### src/rtl/uart_fizzbuzz_if.sv
// uart_fizzbuzz_if: serial lines and status flags of the FizzBuzz UART engine
interface uart_fizzbuzz_if;
  logic rx_phy;
  logic tx_phy;
  logic rx_busy;
  logic tx_busy;
  logic busy;
  logic cmd_drop;
  modport master (output rx_phy, input tx_phy, rx_busy, tx_busy, busy, cmd_drop);
  modport slave (input rx_phy, output tx_phy, rx_busy, tx_busy, busy, cmd_drop);
endinterface

### src/rtl/uart_fizzbuzz.sv
// uart_fizzbuzz: UART command-driven FizzBuzz engine with BCD counter; define FB_CRLF_EN to append CR LF to every response
module uart_rx #(
  parameter int CLKS_PER_BIT = 2
) (
  input  logic       clk,
  input  logic       rst,
  input  logic       rx,
  output logic [7:0] data,
  output logic       valid,
  output logic       busy
);
  localparam int CW = $clog2(CLKS_PER_BIT + 1);
  typedef enum logic [1:0] {R_IDLE, R_START, R_DATA, R_STOP} rx_state_t;
  rx_state_t state;
  logic [1:0] sync;
  logic [CW-1:0] cnt;
  logic [2:0] bit_idx;
  logic last;
  assign last = cnt == CW'(CLKS_PER_BIT - 1);
  assign busy = state != R_IDLE;
  // Synchronise the line, then sample each bit near its middle
  always_ff @(posedge clk or posedge rst)
    if (rst) begin
      sync <= 2'b11;
      state <= R_IDLE;
      cnt <= '0;
      bit_idx <= '0;
      data <= '0;
      valid <= 1'b0;
    end else begin
      sync <= {sync[0], rx};
      valid <= 1'b0;
      case (state)
        R_IDLE: if (!sync[1]) begin
          state <= R_START;
          cnt <= '0;
        end
        R_START: if (cnt == CW'((CLKS_PER_BIT - 1) / 2)) begin
          state <= sync[1] ? R_IDLE : R_DATA;
          cnt <= '0;
          bit_idx <= '0;
        end else cnt <= cnt + CW'(1);
        R_DATA: if (last) begin
          cnt <= '0;
          data <= {sync[1], data[7:1]};
          bit_idx <= bit_idx + 3'd1;
          if (bit_idx == 3'd7) state <= R_STOP;
        end else cnt <= cnt + CW'(1);
        R_STOP: if (last) begin
          valid <= sync[1];
          state <= R_IDLE;
        end else cnt <= cnt + CW'(1);
      endcase
    end
endmodule

module uart_tx #(
  parameter int CLKS_PER_BIT = 2
) (
  input  logic       clk,
  input  logic       rst,
  input  logic [7:0] data,
  input  logic       valid,
  output logic       tx,
  output logic       busy
);
  localparam int CW = $clog2(CLKS_PER_BIT + 1);
  logic [8:0] sh;
  logic [3:0] n;
  logic [CW-1:0] cnt;
  // Start bit on accept, then 8 data bits LSB first and one stop bit
  always_ff @(posedge clk or posedge rst)
    if (rst) begin
      tx <= 1'b1;
      busy <= 1'b0;
      sh <= '1;
      n <= '0;
      cnt <= '0;
    end else if (!busy) begin
      if (valid) begin
        sh <= {1'b1, data};
        tx <= 1'b0;
        busy <= 1'b1;
        cnt <= '0;
        n <= '0;
      end
    end else if (cnt != CW'(CLKS_PER_BIT - 1)) cnt <= cnt + CW'(1);
    else begin
      cnt <= '0;
      n <= n + 4'd1;
      tx <= sh[0];
      sh <= {1'b1, sh[8:1]};
      if (n == 4'd9) begin
        busy <= 1'b0;
        tx <= 1'b1;
      end
    end
endmodule

module uart_fizzbuzz #(
  parameter int CLKS_PER_BIT = 2,
  parameter int CNT_MAX = 100,
  parameter int FIZZ_DIV = 3,
  parameter int BUZZ_DIV = 5
) (
  input logic clk,
  input logic rst,
  uart_fizzbuzz_if.slave bus
);
  function automatic int ndig(input int v);
    int d;
    d = 1;
    for (int x = v; x >= 10; x = x / 10) d++;
    return d;
  endfunction
  function automatic logic [63:0] to_bcd(input int v);
    logic [63:0] r;
    int x;
    r = '0;
    x = v;
    for (int i = 0; i < 16; i++) begin
      r[4*i+:4] = 4'(x % 10);
      x = x / 10;
    end
    return r;
  endfunction
  localparam int DIGITS = ndig(CNT_MAX);
  localparam int SW = DIGITS > 8 ? DIGITS : 8;
`ifdef FB_CRLF_EN
  localparam int BL = SW + 2;
`else
  localparam int BL = SW;
`endif
  localparam int LW = $clog2(BL + 1);
  localparam int FW = $clog2(FIZZ_DIV);
  localparam int BW = $clog2(BUZZ_DIV);
  localparam logic [63:0] MAX_BCD = to_bcd(CNT_MAX);
  localparam logic [63:0] FB = "FizzBuzz";
  typedef enum logic [2:0] {IDLE, UPDATE, LOAD, SEND, GAP} state_t;
  state_t state;
  logic [7:0] rx_data, tx_data, cmd;
  logic rx_valid, tx_valid, tx_busy, busy, cmd_drop, seen, is_cmd, at_max, carry, lead;
  logic [DIGITS-1:0][3:0] cnt, inc;
  logic [FW-1:0] res_f;
  logic [BW-1:0] res_b;
  logic [8*BL-1:0] str, bld, aln;
  logic [LW-1:0] rem, bld_len;
  uart_rx #(.CLKS_PER_BIT(CLKS_PER_BIT)) u_rx (
    .clk(clk), .rst(rst), .rx(bus.rx_phy), .data(rx_data), .valid(rx_valid), .busy(bus.rx_busy)
  );
  uart_tx #(.CLKS_PER_BIT(CLKS_PER_BIT)) u_tx (
    .clk(clk), .rst(rst), .data(tx_data), .valid(tx_valid), .tx(bus.tx_phy), .busy(tx_busy)
  );
  assign bus.tx_busy = tx_busy;
  assign bus.busy = busy;
  assign bus.cmd_drop = cmd_drop;
  assign is_cmd = rx_data == "r" || rx_data == "n" || rx_data == "p";
  assign at_max = cnt == MAX_BCD[4*DIGITS-1:0];
  assign aln = bld << (8 * (BL - int'(bld_len)));
  // Decimal increment rippling the carry through every digit
  always_comb begin
    carry = 1'b1;
    for (int i = 0; i < DIGITS; i++) begin
      inc[i] = carry ? (cnt[i] == 4'd9 ? 4'd0 : cnt[i] + 4'd1) : cnt[i];
      carry = carry && cnt[i] == 4'd9;
    end
  end
  // Response text assembled right-aligned, first character highest
  always_comb begin
    bld = '0;
    bld_len = '0;
    lead = 1'b0;
    if (cnt == '0) begin
      bld[7:0] = "0";
      bld_len = LW'(1);
    end else if (res_f == '0 && res_b == '0) begin
      bld[63:0] = FB;
      bld_len = LW'(8);
    end else if (res_f == '0) begin
      bld[31:0] = FB[63:32];
      bld_len = LW'(4);
    end else if (res_b == '0) begin
      bld[31:0] = FB[31:0];
      bld_len = LW'(4);
    end else
      for (int i = DIGITS - 1; i >= 0; i--)
        if (lead || cnt[i] != 4'd0) begin
          lead = 1'b1;
          bld = {bld[8*BL-9:0], 4'h3, cnt[i]};
          bld_len = bld_len + LW'(1);
        end
`ifdef FB_CRLF_EN
    bld = {bld[8*BL-17:0], 16'h0d0a};
    bld_len = bld_len + LW'(2);
`endif
  end
  // Command FSM: update count, build the string, stream it byte by byte
  always_ff @(posedge clk or posedge rst)
    if (rst) begin
      state <= IDLE;
      cnt <= '0;
      res_f <= '0;
      res_b <= '0;
      cmd <= '0;
      str <= '0;
      rem <= '0;
      seen <= 1'b0;
      tx_valid <= 1'b0;
      tx_data <= '0;
      busy <= 1'b0;
      cmd_drop <= 1'b0;
    end else begin
      cmd_drop <= rx_valid && is_cmd && state != IDLE;
      case (state)
        IDLE: if (rx_valid && is_cmd) begin
          cmd <= rx_data;
          busy <= 1'b1;
          state <= UPDATE;
        end
        UPDATE: begin
          if (cmd == "r") begin
            cnt <= (4 * DIGITS)'(1);
            res_f <= FW'(1 % FIZZ_DIV);
            res_b <= BW'(1 % BUZZ_DIV);
          end else if (cmd == "n") begin
            cnt <= at_max ? '0 : inc;
            res_f <= at_max || res_f == FW'(FIZZ_DIV - 1) ? '0 : res_f + FW'(1);
            res_b <= at_max || res_b == BW'(BUZZ_DIV - 1) ? '0 : res_b + BW'(1);
          end
          state <= LOAD;
        end
        LOAD: begin
          str <= aln;
          rem <= bld_len;
          seen <= 1'b0;
          state <= SEND;
          if (!tx_busy) begin
            tx_valid <= 1'b1;
            tx_data <= aln[8*BL-1-:8];
          end
        end
        SEND: if (tx_valid) begin
          tx_valid <= 1'b0;
          seen <= 1'b0;
          state <= GAP;
        end else if (!tx_busy) begin
          tx_valid <= 1'b1;
          tx_data <= str[8*BL-1-:8];
        end
        GAP: if (tx_busy) seen <= 1'b1;
        else if (seen) begin
          if (rem == LW'(1)) begin
            busy <= 1'b0;
            state <= IDLE;
          end else begin
            rem <= rem - LW'(1);
            str <= str << 8;
            tx_valid <= 1'b1;
            tx_data <= str[8*BL-9-:8];
            seen <= 1'b0;
            state <= SEND;
          end
        end
        default: state <= IDLE;
      endcase
    end
endmodule
### src/flat_wrapper.sv
// flat-port wrapper written by rule: the top's interface ports become plain ports
module uart_fizzbuzz_flat 
#(
  parameter int CLKS_PER_BIT = 2,
  parameter int CNT_MAX = 100,
  parameter int FIZZ_DIV = 3,
  parameter int BUZZ_DIV = 5
)
  (clk, rst, bus_rx_phy, bus_tx_phy, bus_rx_busy, bus_tx_busy, bus_busy, bus_cmd_drop);
  uart_fizzbuzz_if bus_i ();
  input logic clk;
  input logic rst;
  input wire logic [$bits(bus_i.rx_phy)-1:0] bus_rx_phy;
  output wire logic [$bits(bus_i.tx_phy)-1:0] bus_tx_phy;
  output wire logic [$bits(bus_i.rx_busy)-1:0] bus_rx_busy;
  output wire logic [$bits(bus_i.tx_busy)-1:0] bus_tx_busy;
  output wire logic [$bits(bus_i.busy)-1:0] bus_busy;
  output wire logic [$bits(bus_i.cmd_drop)-1:0] bus_cmd_drop;
  assign bus_i.rx_phy = bus_rx_phy;
  assign bus_tx_phy = bus_i.tx_phy;
  assign bus_rx_busy = bus_i.rx_busy;
  assign bus_tx_busy = bus_i.tx_busy;
  assign bus_busy = bus_i.busy;
  assign bus_cmd_drop = bus_i.cmd_drop;
  uart_fizzbuzz #(.CLKS_PER_BIT(CLKS_PER_BIT), .CNT_MAX(CNT_MAX), .FIZZ_DIV(FIZZ_DIV), .BUZZ_DIV(BUZZ_DIV)) u_core (.clk(clk), .rst(rst), .bus(bus_i));
endmodule
### config.mk
export PLATFORM = sky130hd
export DESIGN_NAME = uart_fizzbuzz_flat
export DESIGN_NICKNAME = d
export VERILOG_FILES = /design/src/rtl/uart_fizzbuzz_if.sv /design/src/rtl/uart_fizzbuzz.sv /design/src/flat_wrapper.sv
export SDC_FILE = /design/constraint.sdc
export NUM_CORES = 1
export LEC_CHECK = 0
export CORE_ASPECT_RATIO = 0.5
export CORE_UTILIZATION = 40
export DETAILED_ROUTE_END_ITERATION = 10
export PLACE_DENSITY = 0.54
export SYNTH_ARGS = -nofsm -noshare
export SYNTH_HDL_FRONTEND = slang
export SYNTH_SLANG_ARGS = --single-unit
### constraint.sdc
create_clock -name clk -period 5.1 [get_ports clk]
set_input_delay 1.02 -clock clk [delete_from_list [all_inputs] [get_ports clk]]
set_output_delay 1.02 -clock clk [all_outputs]
set_load 0.05 [all_outputs]
==> results.md <==
Worst setup path:
- The delay of the slowest cell on the worst path is 630 ps.
- The depth of the worst register-to-register path is 16.
- The critical path required time is 5440 ps.
- The signal on the critical path passes through inv_1 > ha_1 > nand2b_1 > inv_1 > ha_1 > nor2_1 > a22oi_1 > nor2_1 > inv_1 > ha_1 > nand2b_1 > a21oi_1 > o21ai_0 > a32oi_1 > o21ai_0 > a21oi_1.
- The worst reg2reg path endpoint is u_core.str[57].
- The setup check on the worst reg-to-reg path leaves a slack of 320 ps.
- In this run the worst path has a maximum fanout of 20.
- Data arrives at the worst endpoint at 5120 ps.
- STA classifies the critical path startpoint as a register.
- The startpoint of the lowest-slack register-to-register path is u_core.res_b[0].
- Together, buffers and inverters on the worst path number 3.
- By startpoint and endpoint, the worst setup path is classified as reg -> reg.
- The highest-delay cell along the critical path is ha_1.
- Broken down by cell family, the worst path's largest delay share belongs to compound AO/OA/AOI/OAI gates.
- The kind of end point of the critical path is a register.

Logic synthesis:
- The number of flops mapped to enable cells by yosys is 0.
- The commonest cells after synthesis are dfrtp_1 (120), nand2_1 (96), nor2_1 (87), a21oi_1 (66), o21ai_0 (66).
- The count of synthesis-stage warnings from yosys is 0.
- The cell area after synthesis is 7560 sq um.
- The mean instance size in the synthesized netlist is 8.790 sq um.
- After synthesis the netlist holds a flip-flop and latch count of 131.
- The async set-reset flop share out of synthesis is 100.0%.
- The most frequently used flop master after synthesis is dfrtp_1.
- dfrtp_1 takes more of the synthesized area than any other cell.
- The distinct cell type count after synthesis is 71.
- By instance count, the leading cell after synthesis is dfrtp_1.
- The cell count after synthesis came out at 860.
- The post-synth net total is 889.
- Of the synthesized area, sequential elements account for 43.55%.
- Ranked by total cell area, the synthesized netlist is headed by dfrtp_1 (40%), nand2_1 (4.8%), a21oi_1 (4.4%).
- The fraction of synthesized cell area taken by the top area cell type is 39.72%.

Detailed routing:
- Dividing the detail-routed via count by the number of cells gives 5.865.
- The wire length after detailed routing is 21510 microns.
- The count of nets left with antenna violations after detail routing is 0.
- The number of design-rule violations left by the first detailed-router iteration is 590.
- The number of search-and-repair iterations in the first detailed-routing pass is 5.
- In the routed design, unresolved DRC markers number 0.
- The routed via count is 6563.
- The average routed wire per standard cell is 19.23 microns.

Layout:
- The number of antenna diodes in the final layout is 0.
- After filler insertion, the fill cell instance count of the layout stands at 1768.
- Of the cells placed in the final design, the portion with a size suffix greater than 1 is 10.35%.
- The utilization after layout is 46.41%.
- The area overhead of the layout relative to synthesis is 13.19%.
- The net count of the finished layout is 876.

Timing:
- For this run, the top clock speed supported by timing is 0.2094 GHz.
- The number of setup violations in the final report is 0.
- Setup repair after global routing left no endpoint under its margin.
- For the pin with the worst max-slew slack, the measured transition is 1101 ps.
- The final hold violation count is 0.
- The count of pins over their slew limit is 0.
- For the final routed database, the setup TNS stands at 0 ps.
- Across the routed clock network, the largest skew measured is 13.34 ps.
- Headroom to the max-slew limit came out at 26.59%.
- After layout, the worst path uses 93.63% of the clock period.
- The final critical-path required period is 4775 ps.

Min path:
- The sink of the worst hold path is u_core.u_rx.sync[1].
- The path type of the worst min-delay path is reg -> reg.
- The launch instance of the worst min-delay path is u_core.u_rx.sync[0].
- Counting instances, the worst hold path has a depth of 0.

Global routing:
- The total routing resource utilization after global routing is 23.23%.
- The number of antenna violations at the first check in global routing is 0.
- The number of global-route vias before repair is 6157.
- Entering global routing, the biggest net connects 75 pins.
- The wire length of the first global-routing pass is 34950 microns.
- The overall overflow remaining after global route is 0.

Flow run:
- Max-cap violations in this run came to 0.

Die:
- Once the floorplan was initialized, standard cells occupied 41.00% of the core.
- The placeable core area is 18440 sq um.
- After floorplanning, the core was divided into 35 placement rows.
- The overall die height is 99.21 microns.
- During I/O placement, the number of pins put on the boundary was 8.
- From left edge to right edge, the die measures 196.4 microns.
- The floorplan step defined a die boundary enclosing 19490 sq um.

Clock network:
- The clock tree synthesis step divided the H-tree into 4 levels.
- In this run the post-CTS setup repair buffer count came out at 0.
- The number of buffers inserted during clock tree synthesis is 17.
- Clock latency on the worst-skew pair, taken at its later pin, is 430 ps.
- The clock drives 131 sinks.
- The clock root buffer master is clkbuf_16.
- The clock passes through at most 2 buffers.
- For this design, the CTS-stage hold fixing added 0 buffers.
- The count of cells resized by post-cts repair is 0.
- The register clock-pin slew on the reported worst setup and hold paths is 60 ps.
- The clock tree from TritonCTS is yes.

Placement:
- The final weighted congestion in routability-driven placement is 0.9032.
- The count of input and output buffers is 7.
- Detailed placement finished with a half-perimeter wire length of 15060 microns.

Pwr:
- The power density relative to cell area is 490.7 nW/um^2.
- The leakage dissipation is 0.003609 uW.
- IR analysis of the VDD net gives a maximum drop of 0.2198 mV.

Status:
- The flow ran to the end, and the final reports show no timing, DRC or antenna violations.
report_power, final:
| part | switching [uW] | internal, uW |
|---|---|---|
| Clock | 475 | 935 |
| Sequential | 255 | 1360 |
| Combinational | 736 | 442 |
state kept, by name, summed over array words and instances (netlist names), 2 cells and up, named ones only:
register	flops
u_core.str	54
u_core.cnt	12
u_core.cmd	8
u_core.u_rx.data	8
u_core.u_tx.sh	8
u_core.tx_data	7
u_core.rem	4
u_core.u_tx.n	4
u_core.res_b	3
u_core.state	3
u_core.u_rx.bit_idx	3
u_core.res_f	2
u_core.u_rx.cnt	2
u_core.u_rx.sync	2
u_core.u_tx.cnt	2
kinds of logic after synthesis:
group,Yosys count,synth area share [%]
AO/OA/AOI/OAI,272,23.04
XOR/XNOR,4,0.4635
adder cells (fa/ha/maj),26,4.303
buffers and inverters,87,4.518
flip-flops,131,43.55
multiplexers,26,3.658
AND/OR/NAND/NOR,314,20.47
worst reg2reg max path: stages (launching register included):
cell,delay [ps]
dfrtp_1,390
inv_1,80
ha_1,200
nand2b_1,90
inv_1,170
ha_1,630
nor2_1,130
a22oi_1,380
nor2_1,190
inv_1,170
ha_1,460
nand2b_1,220
a21oi_1,450
o21ai_0,280
a32oi_1,500
o21ai_0,210
a21oi_1,180
per-layer routing:
| metal | global-route usage [%] | vias to the layer above | wire, microns |
|---|---|---|---|
| li1 | - | 3119 | - |
| met1 | 35.36 | 3188 | 10700 |
| met2 | 31.97 | 227 | 9038 |
| met3 | 5.866 | 29 | 1448 |
| met4 | 6.671 | 0 | 323 |
| met5 | 0 | - | 0 |
worst max path at each step:
stage	end	start	slack, ps	cells past startpoint
final	u_core.str[57]	u_core.res_b[0]	320	16
after global routing	u_core.str[57]	u_core.res_b[0]	20	16
after CTS	u_core.str[57]	u_core.res_b[0]	510	16
after detailed placement	u_core.str[57]	u_core.res_b[0]	530	16
after global placement	u_core.str[57]	u_core.res_b[0]	600	16
after floorplan	async pin	rst	600	1
final cells by class:
class	instances	area, sq um	share of cell area [%]
tap	259	324.1	3.787
clock buffer	21	450.4	5.264
clock inverter	11	222.7	2.603
multi-input combinational	642	3944	46.09
inverter	33	128.9	1.506
sequential	131	3292	38.47
timing repair buffer	22	195.2	2.281
metrics by stage:
step	hold WS [ps]	total power (uW)	cell area (sq um)	cells	setup slack [ps]
2_1_floorplan	345.2	2484	7560	860	600.5
3_3_place_gp	345.6	2779	7884	1087	600.0
3_5_place_dp	349.0	2803	7884	1087	533.7
4_1_cts	357.8	4236	8557	1119	511.5
5_1_grt	361.8	4498	8557	1119	22.59
6_report	355.1	4199	8557	1119	324.7
cells in the final DEF, fill, tap and decap left out, types with 10 or more instances in the layout:
cell type / count
dfrtp_1: 120
nand2_1: 96
nor2_1: 87
o21ai_0: 66
a21oi_1: 65
nand3_1: 31
inv_1: 30
o22ai_1: 27
ha_1: 26
a31oi_1: 20
nand2b_1: 17
clkbuf_16: 17
a221oi_1: 16
nor3_1: 16
buf_4: 14
mux2i_1: 13
mux2_2: 13
dfstp_2: 11
o211ai_1: 10
(Power assumes the default switching activity.)
